==> src/rtl/jt03_mix_pkg.sv <==
// Shared types and constants for the JT03 FM/PSG output mixer.
// Holds the FSM state encoding and the datapath widths used by every mixer file.
package jt03_mix_pkg;

   typedef enum logic [2:0] {
      IDLE,
      MUL_L,
      MUL_R,
      MUL_P,
      SUM
   } state_t;

   localparam int PSG_MID   = 512;  // PSG level that represents silence
   localparam int GAIN_FRAC = 4;    // fractional bits of the 4.4 gain format
   localparam int TERM_W    = 21;   // width of each scaled contribution
   localparam int SUM_W     = 22;   // width of the unsaturated channel sum

endpackage

==> src/rtl/jt03_mix_sat.sv <==
// Combinational saturator: clamps a SUM_W-bit signed sum into a DW-bit signed sample.
// Requires DW < SUM_W.
module jt03_mix_sat
   import jt03_mix_pkg::*;
#(
   parameter int DW = 16
) (
   input  logic signed [SUM_W-1:0] d,
   output logic signed [DW-1:0]    q
);

   localparam logic signed [DW-1:0] Q_MAX = {1'b0, {(DW-1){1'b1}}};
   localparam logic signed [DW-1:0] Q_MIN = {1'b1, {(DW-1){1'b0}}};

   logic [SUM_W-DW:0] hi;

   assign hi = d[SUM_W-1:DW-1];

   // NOTE: q gets a default before the if, so no path leaves it unassigned and no latch is inferred.
   always_comb begin
      q = d[DW-1:0];
      if (!((&hi) || !(|hi)))
         q = d[SUM_W-1] ? Q_MIN : Q_MAX;
   end

endmodule

==> src/rtl/jt03_mixer.sv <==
// FM + PSG stereo mixer for the OPN core: one shared 17x9 signed multiplier walks
// L, R and PSG terms through a short FSM, then the two sums are saturated to DW bits.
module jt03_mixer
   import jt03_mix_pkg::*;
#(
   parameter int PSG_SHIFT = 1,
   parameter int DW        = 16
) (
   input  logic                 clk,
   input  logic                 rst,
   input  logic                 cen,
   input  logic signed [15:0]   fm_snd_l,
   input  logic signed [15:0]   fm_snd_r,
   input  logic        [9:0]    psg_snd,
   input  logic                 snd_sample,
   input  logic        [7:0]    fm_gain,
   input  logic        [7:0]    psg_gain,
   output logic signed [DW-1:0] mix_l,
   output logic signed [DW-1:0] mix_r,
   output logic                 mix_valid,
   output logic                 overrun,
   output logic                 busy
);

   state_t state;

   logic               snd_last;
   logic               strobe;

   logic signed [15:0] fm_l_q, fm_r_q;
   logic        [9:0]  psg_q;
   logic        [7:0]  fm_gain_q, psg_gain_q;

   logic signed [10:0] psg_s;
   logic signed [16:0] mul_a;
   logic signed [8:0]  mul_b;
   logic signed [25:0] mul_p;
   logic signed [TERM_W-1:0] fm_term, psg_term;

   logic signed [TERM_W-1:0] tl, tr, tp;
   logic signed [SUM_W-1:0]  sl, sr;
   logic                     out_pend;
   logic signed [DW-1:0]     sat_l, sat_r;

   assign strobe = cen && snd_sample && !snd_last;
   assign busy   = (state != IDLE);

   // Recentre the unsigned PSG level around zero; the 11-bit wrap gives -512..511.
   assign psg_s = $signed({1'b0, psg_q} - 11'(PSG_MID));

   always_comb begin
      mul_a = {fm_l_q[15], fm_l_q};
      mul_b = {1'b0, fm_gain_q};
      case (state)
         MUL_R:   mul_a = {fm_r_q[15], fm_r_q};
         MUL_P: begin
            mul_a = {{6{psg_s[10]}}, psg_s};
            mul_b = {1'b0, psg_gain_q};
         end
         default: ;
      endcase
   end

   assign mul_p    = mul_a * mul_b;
   assign fm_term  = TERM_W'(mul_p >>> GAIN_FRAC);
   assign psg_term = TERM_W'(mul_p >>> PSG_SHIFT);

   jt03_mix_sat #(.DW(DW)) u_sat_l (.d(sl), .q(sat_l));
   jt03_mix_sat #(.DW(DW)) u_sat_r (.d(sr), .q(sat_r));

   // NOTE: all state is written with <= so every register samples pre-edge values,
   // regardless of statement order inside this block.
   always_ff @(posedge clk) begin
      if (rst) begin
         state      <= IDLE;
         snd_last   <= 1'b0;
         fm_l_q     <= '0;
         fm_r_q     <= '0;
         psg_q      <= '0;
         fm_gain_q  <= '0;
         psg_gain_q <= '0;
         tl         <= '0;
         tr         <= '0;
         tp         <= '0;
         sl         <= '0;
         sr         <= '0;
         out_pend   <= 1'b0;
         mix_l      <= '0;
         mix_r      <= '0;
         mix_valid  <= 1'b0;
         overrun    <= 1'b0;
      end else begin
         mix_valid <= out_pend;
         out_pend  <= 1'b0;
         if (cen)
            snd_last <= snd_sample;
         if (out_pend) begin
            mix_l <= sat_l;
            mix_r <= sat_r;
         end
         if (strobe && state != IDLE)
            overrun <= 1'b1;

         case (state)
            IDLE: if (strobe) begin
               fm_l_q     <= fm_snd_l;
               fm_r_q     <= fm_snd_r;
               psg_q      <= psg_snd;
               fm_gain_q  <= fm_gain;
               psg_gain_q <= psg_gain;
               state      <= MUL_L;
            end
            MUL_L: begin
               tl    <= fm_term;
               state <= MUL_R;
            end
            MUL_R: begin
               tr    <= fm_term;
               state <= MUL_P;
            end
            MUL_P: begin
               tp    <= psg_term;
               state <= SUM;
            end
            SUM: begin
               sl       <= SUM_W'(tl) + SUM_W'(tp);
               sr       <= SUM_W'(tr) + SUM_W'(tp);
               out_pend <= 1'b1;
               state    <= IDLE;
            end
            default: state <= IDLE;
         endcase
      end
   end

endmodule

==> config.mk <==
export PLATFORM = sky130hd
export DESIGN_NAME = jt03_mixer
export DESIGN_NICKNAME = d
export VERILOG_FILES = /design/src/rtl/jt03_mix_pkg.sv /design/src/rtl/jt03_mix_sat.sv /design/src/rtl/jt03_mixer.sv
export SDC_FILE = /design/constraint.sdc
export NUM_CORES = 1
export LEC_CHECK = 0
export BUFFER_PORTS_ARGS = -buffer_cell sky130_fd_sc_hd__clkbuf_2
export CORE_ASPECT_RATIO = 1.2
export CORE_UTILIZATION = 60
export CTS_CLUSTER_DIAMETER = 50
export DETAILED_ROUTE_END_ITERATION = 10
export GPL_TIMING_DRIVEN = 0
export PLACE_DENSITY = 0.79
export SLEW_MARGIN = 20
export SYNTH_ARGS = -nofsm -noshare
export SYNTH_HDL_FRONTEND = slang
export SYNTH_SLANG_ARGS = --single-unit
export TNS_END_PERCENT = 1
==> constraint.sdc <==
create_clock -name clk -period 17.67 [get_ports clk]
set_input_delay 5.301 -clock clk [delete_from_list [all_inputs] [get_ports clk]]
set_output_delay 5.301 -clock clk [all_outputs]
set_load 0.005 [all_outputs]
==> results.py, run 1 <==
metrics = {
    "synthesis": {
        "synth_compound_area_share_pct": 17.8,
        "synth_top_cell_area_share_pct": 29.0,
        "yosys_warnings": 0,
        "synthSimpleGateAreaFrac_pct": 18.9,
        "synth_area_leader_cell": "dfxtp_1",
        "synth_cells": 1779,
        "synth_commonest_cells": "364 x nand2_1, 217 x a21oi_1, 204 x dfxtp_1, 171 x nor2_1, 168 x inv_1",
        "yosysMostFrequentCell": "nand2_1",
        "syn-num-nets": 2037,
        "synth.avg_cell_area_um2": 7.93,
        "synth_fa_ha_area_share_pct": 22.9,
        "synth_top_family_by_area": "adder cells",
        "async_flop_share_pct": 0,
        "synth_flop_cell": "dfxtp_1",
        "synthDistinctLibCells": 61,
        "synth_seq_cells": 204,
        "seq_area_frac_synth_pct": 29.0,
        "synthTopCellsByArea": "dfxtp_1 29%, fa_1 15%, nand2_1 9.7%, ha_1 8.2%, a21oi_1 7.7%",
        "synth_edf_count": 0,
        "synthMuxAreaShare_pct": 1.28,
        "netlist_area_mm2": 0.0141,
        "synthXorXnorAreaFrac_pct": 3.23,
    },
    "placement": {
        "dp_hpwl_um": 30100,
        "post-place-ws_ns": 10.23,
        "gp_congestion": 1.01,
        "io_buffers": 96,
    },
    "critical_path": {
        "reg2regPathDepth": 24,
        "crit_required_ns": 18.03,
        "r2r_slack_ns": 10.34,
        "r2r_start": "state[2]",
        "start_kind": "flop",
        "crit_type": "reg2reg",
        "crit_fanout": 10,
        "crit_path_end_kind": "flop",
        "timing.rr.end": "tp[20]",
        "critPathArrivalTime_ns": 7.69,
    },
    "detailed_routing": {
        "num_vias": 12500,
        "via_per_inst": 5.59,
        "dr.first_iter.drc_count": 646,
        "drt_wl_total_um": 37400,
        "wire_per_inst_um": 16.8,
        "drc_errors": 0,
        "dr.pass1.iters": 5,
        "ant_nets": 0,
    },
    "floorplanning": {
        "die_area_mm2": 0.0241,
        "num_rows": 61,
        "die_h_um": 170,
        "die_w_um": 142,
        "core_area_mm2": 0.0231,
        "initial_utilization_pct": 61.0,
        "io_pins": 97,
    },
    "layout": {
        "nets": 2157,
        "diodes": 0,
        "fillCellCount": 1971,
        "utilization_pct": 67.9,
        "final_layout_size_suffix_gt1_share_pct": 8.47,
        "syn_to_final_growth_pct": 11.3,
    },
    "clock_network": {
        "numCtsBuffers": 22,
        "clock_latency_ns": 0.52,
        "cts_sinks": 204,
        "cts.htree.levels": 1,
        "cts_tree": "built",
        "cts_hold_buf": 0,
        "cts_root_buf": "clkbuf_16",
        "cts.path.max_buffers": 3,
        "postCtsSetupBuffers": 0,
        "path_clk_slew_ns": 0.06,
        "postCtsResizedCells": 0,
    },
    "sta": {
        "period_needed_ns": 7.33,
        "setup-tns-final_ns": 0,
        "slew_viol_final": 0,
        "finalSetupViolations": 0,
        "worstMarginPinSlew_ns": 1.04,
        "finalHoldViolations": 0,
        "layout_setup_ws_ns": 10.34,
        "skew_ns": 0.0130,
        "rsz0062_at_grt": "false",
        "period_share_pct": 41.5,
        "max_freq_ghz": 0.136,
        "slew_headroom_pct": 30.2,
    },
    "global_route": {
        "grt_overflow_total": 0,
        "grt_pass1_wl_um": 59900,
        "grt_pass1_vias": 12400,
        "grt_max_degree": 14,
        "grt_usage_pct": 31.7,
        "antenna_found_initial": 0,
    },
    "job": {
        "cap_viol_max_count": 0,
    },
    "hold_path": {
        "min_path_cells": 2,
        "holdCritPathClass": "reg2reg",
        "hold_end": "fm_r_q[3]",
        "hold_start": "fm_r_q[3]",
    },
    "power": {
        "power.density_mw_per_mm2": 67.1,
        "leakage_nw": 7.11,
        "peakVddDrop_v": 0.0000654,
    },
    "outcome": {
        "status": "complete, no violations",
    },
}
[kinds of logic (layout without fill, tap and decap cells)]
group | after synthesis | after routing
xor gates and xnor gates | 52 | 52
and+or+nand+nor | 649 | 649
buffers and inverters | 255 | 388
DFF | 204 | 204
adders and majority gates | 196 | 196
muxes | 18 | 18
AOI/OAI and AO/OA | 405 | 405
[power breakdown]
part | internal (W) | switching (W)
Clock | 0.000265 | 0.000189
Combinational | 0.0000371 | 0.0000842
Sequential | 0.000471 | 0.00000752
Total | 0.000773 | 0.000281
[worst max-delay path, stage by stage (launching register included)]
cell      delay (ns)
dfxtp_1         0.31
clkbuf_1        0.25
nor2b_1         0.14
nand2_1         0.39
clkbuf_1        0.52
nand2_1         0.10
nand2_1         0.29
clkbuf_1        0.46
nand2_1         0.16
fa_1            0.56
inv_1           0.05
fa_1            0.47
fa_1            0.54
inv_1           0.05
fa_1            0.47
inv_1           0.04
ha_1            0.35
and4_1          0.25
and3_2          0.21
a21oi_1         0.29
nand3b_1        0.25
a21boi_1        0.31
nor2_1          0.08
o41ai_2         0.48
o31ai_1         0.13
[cell type report]
class / instances / area (um2) / share of cell area (%)
tap: 315 / 394 / 2.51
sequential: 204 / 4080 / 26.0
multi-input combinational: 1320 / 9040 / 57.6
timing repair buffer: 96 / 480 / 3.06
clock inverter: 7 / 86.3 / 0.550
clock buffer: 30 / 631 / 4.02
inverter: 168 / 631 / 4.02
buffer: 87 / 347 / 2.21
[worst max-delay path by stage]
stage / from / end / slack, ns
finish: state[2] / tp[20] / 10.34
global placement: rst / overrun / 10.14
CTS: state[2] / tp[20] / 10.53
floorplan: cen / fm_gain_q[0] / 11.32
detailed placement: rst / tp[14] / 10.23
global route: state[2] / tp[20] / 10.04
[state kept, by name, summed over array words and instances, names as in the netlist]
signal	cells
snd_last	1
tp	21
fm_gain_q	8
out_pend	1
state	3
tr	21
fm_l_q	16
mix_l	16
sl	22
fm_r_q	16
mix_valid	1
sr	22
psg_q	10
psg_gain_q	8
mix_r	16
tl	21
overrun	1
[cells in the final DEF, fill, tap and decap left out, types with 16 or more instances in the layout]
master	Yosys	layout
o21a_1	17	17
clkbuf_1	72	75
nor3_1	42	42
clkbuf_2	0	96
o21ai_0	33	33
a21oi_1	217	217
clkbuf_16	0	22
inv_1	168	168
fa_1	104	104
ha_1	92	92
a21o_1	26	26
xnor2_1	37	37
nor2_1	171	171
a211oi_1	16	16
dfxtp_1	204	204
mux2i_1	18	18
nand2_1	364	364
[metrics by stage]
stage	instance area [um2]	cells	power, W	hold WS (ns)
2_1_floorplan	14100	1779	0.000565	0.432
3_3_place_gp	15000	2190	0.000604	0.440
4_1_cts	15700	2227	0.00105	0.456
6_report	15700	2227	0.00105	0.455
3_5_place_dp	15000	2190	0.000607	0.448
5_1_grt	15700	2227	0.00109	0.471
[layer usage]
metal	up-vias	wire length, um	GRT usage [%]
met4	0	2380	19.7
li1	6117	-	-
met3	132	1460	2.81
met5	-	0	0
met2	390	19400	60.7
met1	5814	14200	33.3
No activity file was read; power rests on OpenSTA's default activity.
==> run 2, diff against run 1 <==
--- a/config.mk
+++ b/config.mk
@@ -7,11 +7,11 @@
 export LEC_CHECK = 0
 export BUFFER_PORTS_ARGS = -buffer_cell sky130_fd_sc_hd__clkbuf_2
 export CORE_ASPECT_RATIO = 1.2
-export CORE_UTILIZATION = 60
+export CORE_UTILIZATION = 56
 export CTS_CLUSTER_DIAMETER = 50
 export DETAILED_ROUTE_END_ITERATION = 10
 export GPL_TIMING_DRIVEN = 0
-export PLACE_DENSITY = 0.79
+export PLACE_DENSITY = 0.78
 export SLEW_MARGIN = 20
 export SYNTH_ARGS = -nofsm -noshare
 export SYNTH_HDL_FRONTEND = slang
==> constraint.sdc (replaced) <==
create_clock -name clk -period 6.1 [get_ports clk]
set_input_delay 1.83 -clock clk [delete_from_list [all_inputs] [get_ports clk]]
set_output_delay 1.83 -clock clk [all_outputs]
set_load 0.005 [all_outputs]
==> run 2 against run 1 <==
Critical path depth is 3 lower. Register-to-register slack worse by 10 ns. Utilization is 2.6 points lower. Largest cell class unchanged. Clock power grew to 3.3 times the previous value. Non-clock buffer count is 5 higher. Sequential share of layout area is 0.69 points lower. Sequential power grew to 2.9 times the previous value. Cell count is 0.90% higher. Total power grew to 3.1 times the previous value. Wire length is 2.1% higher. Global-route usage is 1.7 points lower. Hold slack worse by 0.0023 ns.
==> results.py, run 2 (same netlist as run 1, synthesis figures left out) <==
metrics = {
    "outcome": {
        "status": "complete, no violations",
    },
    "critical_path": {
        "r2r_start": "state[1]",
        "slowest_delay_ns": 0.50,
        "crit_required_ns": 6.48,
        "path_common_cell": "fa_1",
        "start_kind": "flop",
        "r2r_slack_ns": 0.15,
        "path_cells": "nor2b_2 -> nand2_4 -> buf_6 -> mux2i_1 -> clkbuf_4 -> nor2_1 -> fa_1 -> fa_1 -> fa_1 -> inv_1 -> fa_1 -> inv_1 -> ha_1 -> and4_1 -> and3_2 -> a21oi_2 -> nand3b_1 -> a21boi_2 -> nor2_1 -> o41ai_4 -> o31ai_1",
        "crit_fanout": 10,
        "startpoint": "state[1]",
        "crit_path_end_kind": "flop",
        "crit_type": "reg2reg",
        "reg2regPathDepth": 21,
        "critPathSlowestCell": "fa_1",
        "critPathArrivalTime_ns": 6.33,
    },
    "clock_network": {
        "path_clk_slew_ns": 0.06,
        "cts.path.max_buffers": 3,
        "cts_sinks": 204,
        "cts_root_buf": "clkbuf_16",
        "numCtsBuffers": 24,
        "clock_latency_ns": 0.53,
        "cts_tree": "built",
        "cts.htree.levels": 1,
    },
    "power": {
        "swShare_pct": 26.8,
        "seq_power_share_pct": 42.8,
        "comb_power_share_pct": 11.6,
        "p_int_w": 0.00238,
        "p_clk_share_pct": 45.6,
        "switching_power_w": 0.000868,
        "leakage_nw": 7.26,
        "peakVddDrop_v": 0.000151,
        "power.density_mw_per_mm2": 201,
    },
    "sta": {
        "max_freq_ghz": 0.168,
        "finalSetupViolations": 0,
        "fin_hold_ws_ns": 0.453,
        "period_share_pct": 97.5,
        "worstMarginPinSlew_ns": 0.985,
        "period_needed_ns": 5.95,
        "slew_headroom_pct": 34.4,
        "skew_ns": 0.0213,
        "setup-tns-final_ns": 0,
        "layout_setup_ws_ns": 0.150,
        "finalHoldViolations": 0,
        "slew_viol_final": 0,
    },
    "global_route": {
        "grt_pass1_wl_um": 61900,
        "grt_usage_pct": 30.0,
        "grt_overflow_total": 0,
        "antenna_found_initial": 0,
        "grt_pass1_vias": 12700,
        "grt_max_degree": 15,
    },
    "floorplanning": {
        "initial_utilization_pct": 57.0,
        "die_h_um": 176,
        "io_pins": 97,
        "die_w_um": 147,
        "core_area_mm2": 0.0248,
        "num_rows": 63,
        "die_area_mm2": 0.0258,
    },
    "hold_path": {
        "holdCritPathClass": "reg2reg",
        "hold_start": "sl[9]",
        "min_path_cells": 2,
    },
    "detailed_routing": {
        "num_vias": 12600,
        "via_per_inst": 5.59,
        "ant_nets": 0,
        "wire_per_inst_um": 17.0,
        "drc_errors": 0,
        "drt_wl_total_um": 38200,
        "dr.pass1.iters": 5,
        "dr.first_iter.drc_count": 553,
    },
    "layout": {
        "reg_top3": "sl x22, sr x22",
        "layout.cells.most_common_list": "360 x nand2_1, 214 x a21oi_1, 201 x dfxtp_1, 170 x nor2_1, 168 x inv_1",
        "final_common_cell": "nand2_1",
        "diodes": 0,
        "syn_to_final_growth_pct": 14.5,
        "nets": 2164,
        "utilization_pct": 65.2,
        "final_layout_size_suffix_gt1_share_pct": 11.7,
        "fillCellCount": 2146,
    },
    "placement": {
        "io_buffers": 96,
        "post-place-ws_ns": -1.02,
        "gp_congestion": 0.938,
        "dp_hpwl_um": 30600,
    },
    "job": {
        "cap_viol_max_count": 0,
    },
}
run 2: cell count changes in the layout (fill, tap and decap cells not counted), moves of 5 or more:
cell	change
o21ai_0	-5
clkbuf_4	+5
mux2i_2	+6
buf_4	+9
o31ai_1	-6
mux2i_1	-8
clkbuf_1	-16
run 2: final cells by class:
cell class	count	area, um2	area share (%)
clock buffer	31	688	4.26
clock inverter	11	151	0.938
sequential	204	4090	25.3
multi-input combinational	1320	9250	57.3
tap	325	407	2.52
inverter	168	631	3.91
buffer	85	400	2.48
timing repair buffer	103	533	3.30
run 2: stage by stage:
step / power, W / cell area [um2] / cells
2_1_floorplan: 0.00164 / 14100 / 1779
3_3_place_gp: 0.00175 / 15000 / 2200
3_5_place_dp: 0.00176 / 15000 / 2200
4_1_cts: 0.00324 / 16000 / 2242
5_1_grt: 0.00335 / 16100 / 2247
6_report: 0.00324 / 16100 / 2247
run 2: per-layer routing:
layer / up-vias / share of wire (%) / GRT usage (%)
met2: 418 / 51 / 55.9
met4: 0 / 6.9 / 20.0
met1: 5875 / 38 / 32.2
li1: 6124 / - / -
met3: 147 / 4.1 / 2.81
met5: - / 0 / 0
run 2: critical path: cells and delay by family, from the launching register on:
family	cells	cell delay (ns)
simple gates	7	1.38
compound gates	4	0.95
buf+inv	4	0.56
fa+ha+maj	5	2.28
flops	1	0.41
mux	1	0.24
run 2: power by group through the flow:
stage	sequential, W	clock (W)	combinational (W)
after floorplan	0.00141	0	0.000230
after global placement	0.00141	0	0.000338
after detailed placement	0.00141	0	0.000346
after CTS	0.00138	0.00149	0.000360
after global routing	0.00139	0.00154	0.000414
final	0.00139	0.00148	0.000376
run 2: path summary, 6_finish.rpt:
| kind | end |
|---|---|
| setup / recovery | tr[17] |
| hold / removal | sl[9] |
| setup reg to reg | tr[17] |
| hold reg to reg | sl[9] |
run 2: repair_timing:
| action | CTS | global route |
|---|---|---|
| gates cloned | 0 | 0 |
| hold buffers | 0 | 0 |
| gates resized for setup | 42 | 50 |
| setup buffers | 1 | 6 |
| setup endpoints to repair | 42 | 27 |
| pin swaps | 2 | 5 |
==> run 3, diff against run 2 <==
==> constraint.sdc (replaced) <==
create_clock -name clk -period 6.1 [get_ports clk]
set_input_delay 0.305 -clock clk [delete_from_list [all_inputs] [get_ports clk]]
set_output_delay 0.305 -clock clk [all_outputs]
set_load 0.005 [all_outputs]
==> run 3 against run 2 <==
Non-clock buffer count is 10 higher. Hold slack worse by 0.44 ns. Wire length is 0.46% higher. Sequential power hardly changed. Fmax is 0.37% higher. Combinational power is 2% higher. Final area is 0.62% higher. Setup slack better by 0.022 ns. Via count is 0.51% higher. Utilization is 0.40 points higher. Critical path depth stayed put.
==> results.py, run 3 (same netlist as run 1, synthesis figures left out) <==
metrics = {
    "outcome": {
        "status": "complete, no violations",
    },
    "placement": {
        "gp_congestion": 0.938,
        "dp_hpwl_um": 30600,
        "io_buffers": 96,
    },
    "sta": {
        "period_needed_ns": 5.93,
        "fin_hold_ws_ns": 0.00886,
        "skew_ns": 0.0234,
        "max_freq_ghz": 0.169,
        "finalHoldViolations": 0,
        "setup-tns-final_ns": 0,
        "period_share_pct": 97.2,
        "finalSetupViolations": 0,
        "worstMarginPinSlew_ns": 1.01,
        "slew_viol_final": 0,
        "slew_headroom_pct": 32.5,
    },
    "detailed_routing": {
        "drc_errors": 0,
        "ant_nets": 0,
        "num_vias": 12600,
        "wire_per_inst_um": 17.0,
        "dr.pass1.iters": 5,
        "via_per_inst": 5.60,
        "dr.first_iter.drc_count": 552,
        "drt_wl_total_um": 38300,
    },
    "critical_path": {
        "crit_buf_inv": 5,
        "crit_type": "reg2reg",
        "crit_required_ns": 6.48,
        "start_kind": "flop",
        "critPathSlowestCell": "fa_1",
        "path_common_cell": "fa_1",
        "crit_family": "adder cells",
        "crit_path_end_kind": "flop",
        "path_cells": "buf_6 -> buf_4 -> nor2_1 -> o31ai_4 -> nand2_1 -> fa_1 -> inv_1 -> fa_1 -> fa_1 -> inv_1 -> fa_1 -> inv_1 -> ha_1 -> and4_1 -> and3_2 -> a21oi_2 -> nand3b_1 -> a21boi_2 -> nor2_1 -> o41ai_4 -> o31ai_1",
        "critPathArrivalTime_ns": 6.31,
        "slowest_delay_ns": 0.54,
        "crit_fanout": 10,
    },
    "power": {
        "peakVddDrop_v": 0.000150,
        "p_int_w": 0.00238,
        "leakage_nw": 7.31,
        "p_clk_share_pct": 45.6,
        "seq_power_share_pct": 42.7,
        "power.density_mw_per_mm2": 200,
        "power_w": 0.00325,
        "comb_power_share_pct": 11.8,
        "switching_power_w": 0.000871,
        "swShare_pct": 26.8,
    },
    "layout": {
        "final_layout_size_suffix_gt1_share_pct": 11.6,
        "nets": 2174,
        "layout.cells.most_common_list": "360 x nand2_1, 214 x a21oi_1, 201 x dfxtp_1, 170 x nor2_1, 168 x inv_1",
        "syn_to_final_growth_pct": 15.2,
        "diodes": 0,
        "final_common_cell": "nand2_1",
        "utilization_pct": 65.6,
        "reg_top3": "sl x22, sr x22",
    },
    "global_route": {
        "antenna_found_initial": 0,
        "grt_pass1_vias": 12800,
        "grt_overflow_total": 0,
        "grt_pass1_wl_um": 62200,
        "grt_max_degree": 15,
        "grt_usage_pct": 30.2,
    },
    "clock_network": {
        "cts.htree.levels": 1,
        "cts_sinks": 204,
        "clock_latency_ns": 0.53,
        "path_clk_slew_ns": 0.06,
        "cts_tree": "built",
        "cts.path.max_buffers": 3,
        "numCtsBuffers": 24,
        "cts_root_buf": "clkbuf_16",
    },
    "floorplanning": {
        "initial_utilization_pct": 57.0,
        "core_area_mm2": 0.0248,
        "io_pins": 97,
        "die_w_um": 147,
        "die_h_um": 176,
        "num_rows": 63,
        "die_area_mm2": 0.0258,
    },
    "hold_path": {
        "holdCritPathClass": "in2reg",
    },
    "job": {
        "cap_viol_max_count": 0,
    },
}
==> run 3: cell types whose count changed in the layout (fill, tap and decap cells not counted), sizes merged <==
cell	previous run	this run
dlygate4sd3	0	10
==> run 3: tightest hold or removal path, stage by stage <==
cell and delay [ns]:
clkbuf_2 0.08, nand2_1 0.05, a21oi_1 0.05
==> run 3: area by class of cell <==
class	instances	area [um2]
sequential	204	4090
fill	2138	8500
timing repair buffer	113	633
clock buffer	31	688
tap	325	407
multi-input combinational	1320	9250
clock inverter	11	151
inverter	168	631
buffer	85	400
==> run 3: repair_timing <==
action                                 4_1_cts  5_1_grt
resized for setup                           42       50
hold buffers                                10        0
endpoints found under the hold margin       10        0
pin swaps                                    2        5
setup endpoints to repair                   42       27
buffers inserted                             1        6
gates cloned                                 0        0
==> run 3: stage by stage <==
stage	instances	cell area (um2)	setup slack, ns
4_1_cts	2252	16100	0.0175
2_1_floorplan	1779	14100	0.365
5_1_grt	2257	16200	-0.00666
3_5_place_dp	2200	15000	-1.02
3_3_place_gp	2200	15000	-0.950
6_report	2257	16200	0.172
==> run 3: path summary, 6_finish.rpt <==
kind / from / to / slack (ns) / cells past startpoint
worst max-delay path: state[0] / tr[17] / 0.17 / 21
worst min-delay path: fm_snd_r[8] / fm_r_q[8] / 0.009 / 3
worst max register to register: state[0] / tr[17] / 0.17 / 21
worst min register to register: sl[9] / sl[9] / 0.45 / 2
==> run 3: power groups by stage <==
stage | sequential [W] | clock [W] | combinational [W]
CTS | 0.00138 | 0.00149 | 0.000365
finish | 0.00139 | 0.00148 | 0.000382
global placement | 0.00141 | 0 | 0.000338
global route | 0.00139 | 0.00154 | 0.000420
floorplan | 0.00141 | 0 | 0.000230
detailed placement | 0.00141 | 0 | 0.000346
==> run 3: per-layer routing <==
layer | GRT usage, % | part of all wire, %
met2 | 56.3 | 51
met1 | 32.2 | 38
met4 | 19.9 | 7.0
met3 | 2.83 | 4.2
met5 | 0 | 0
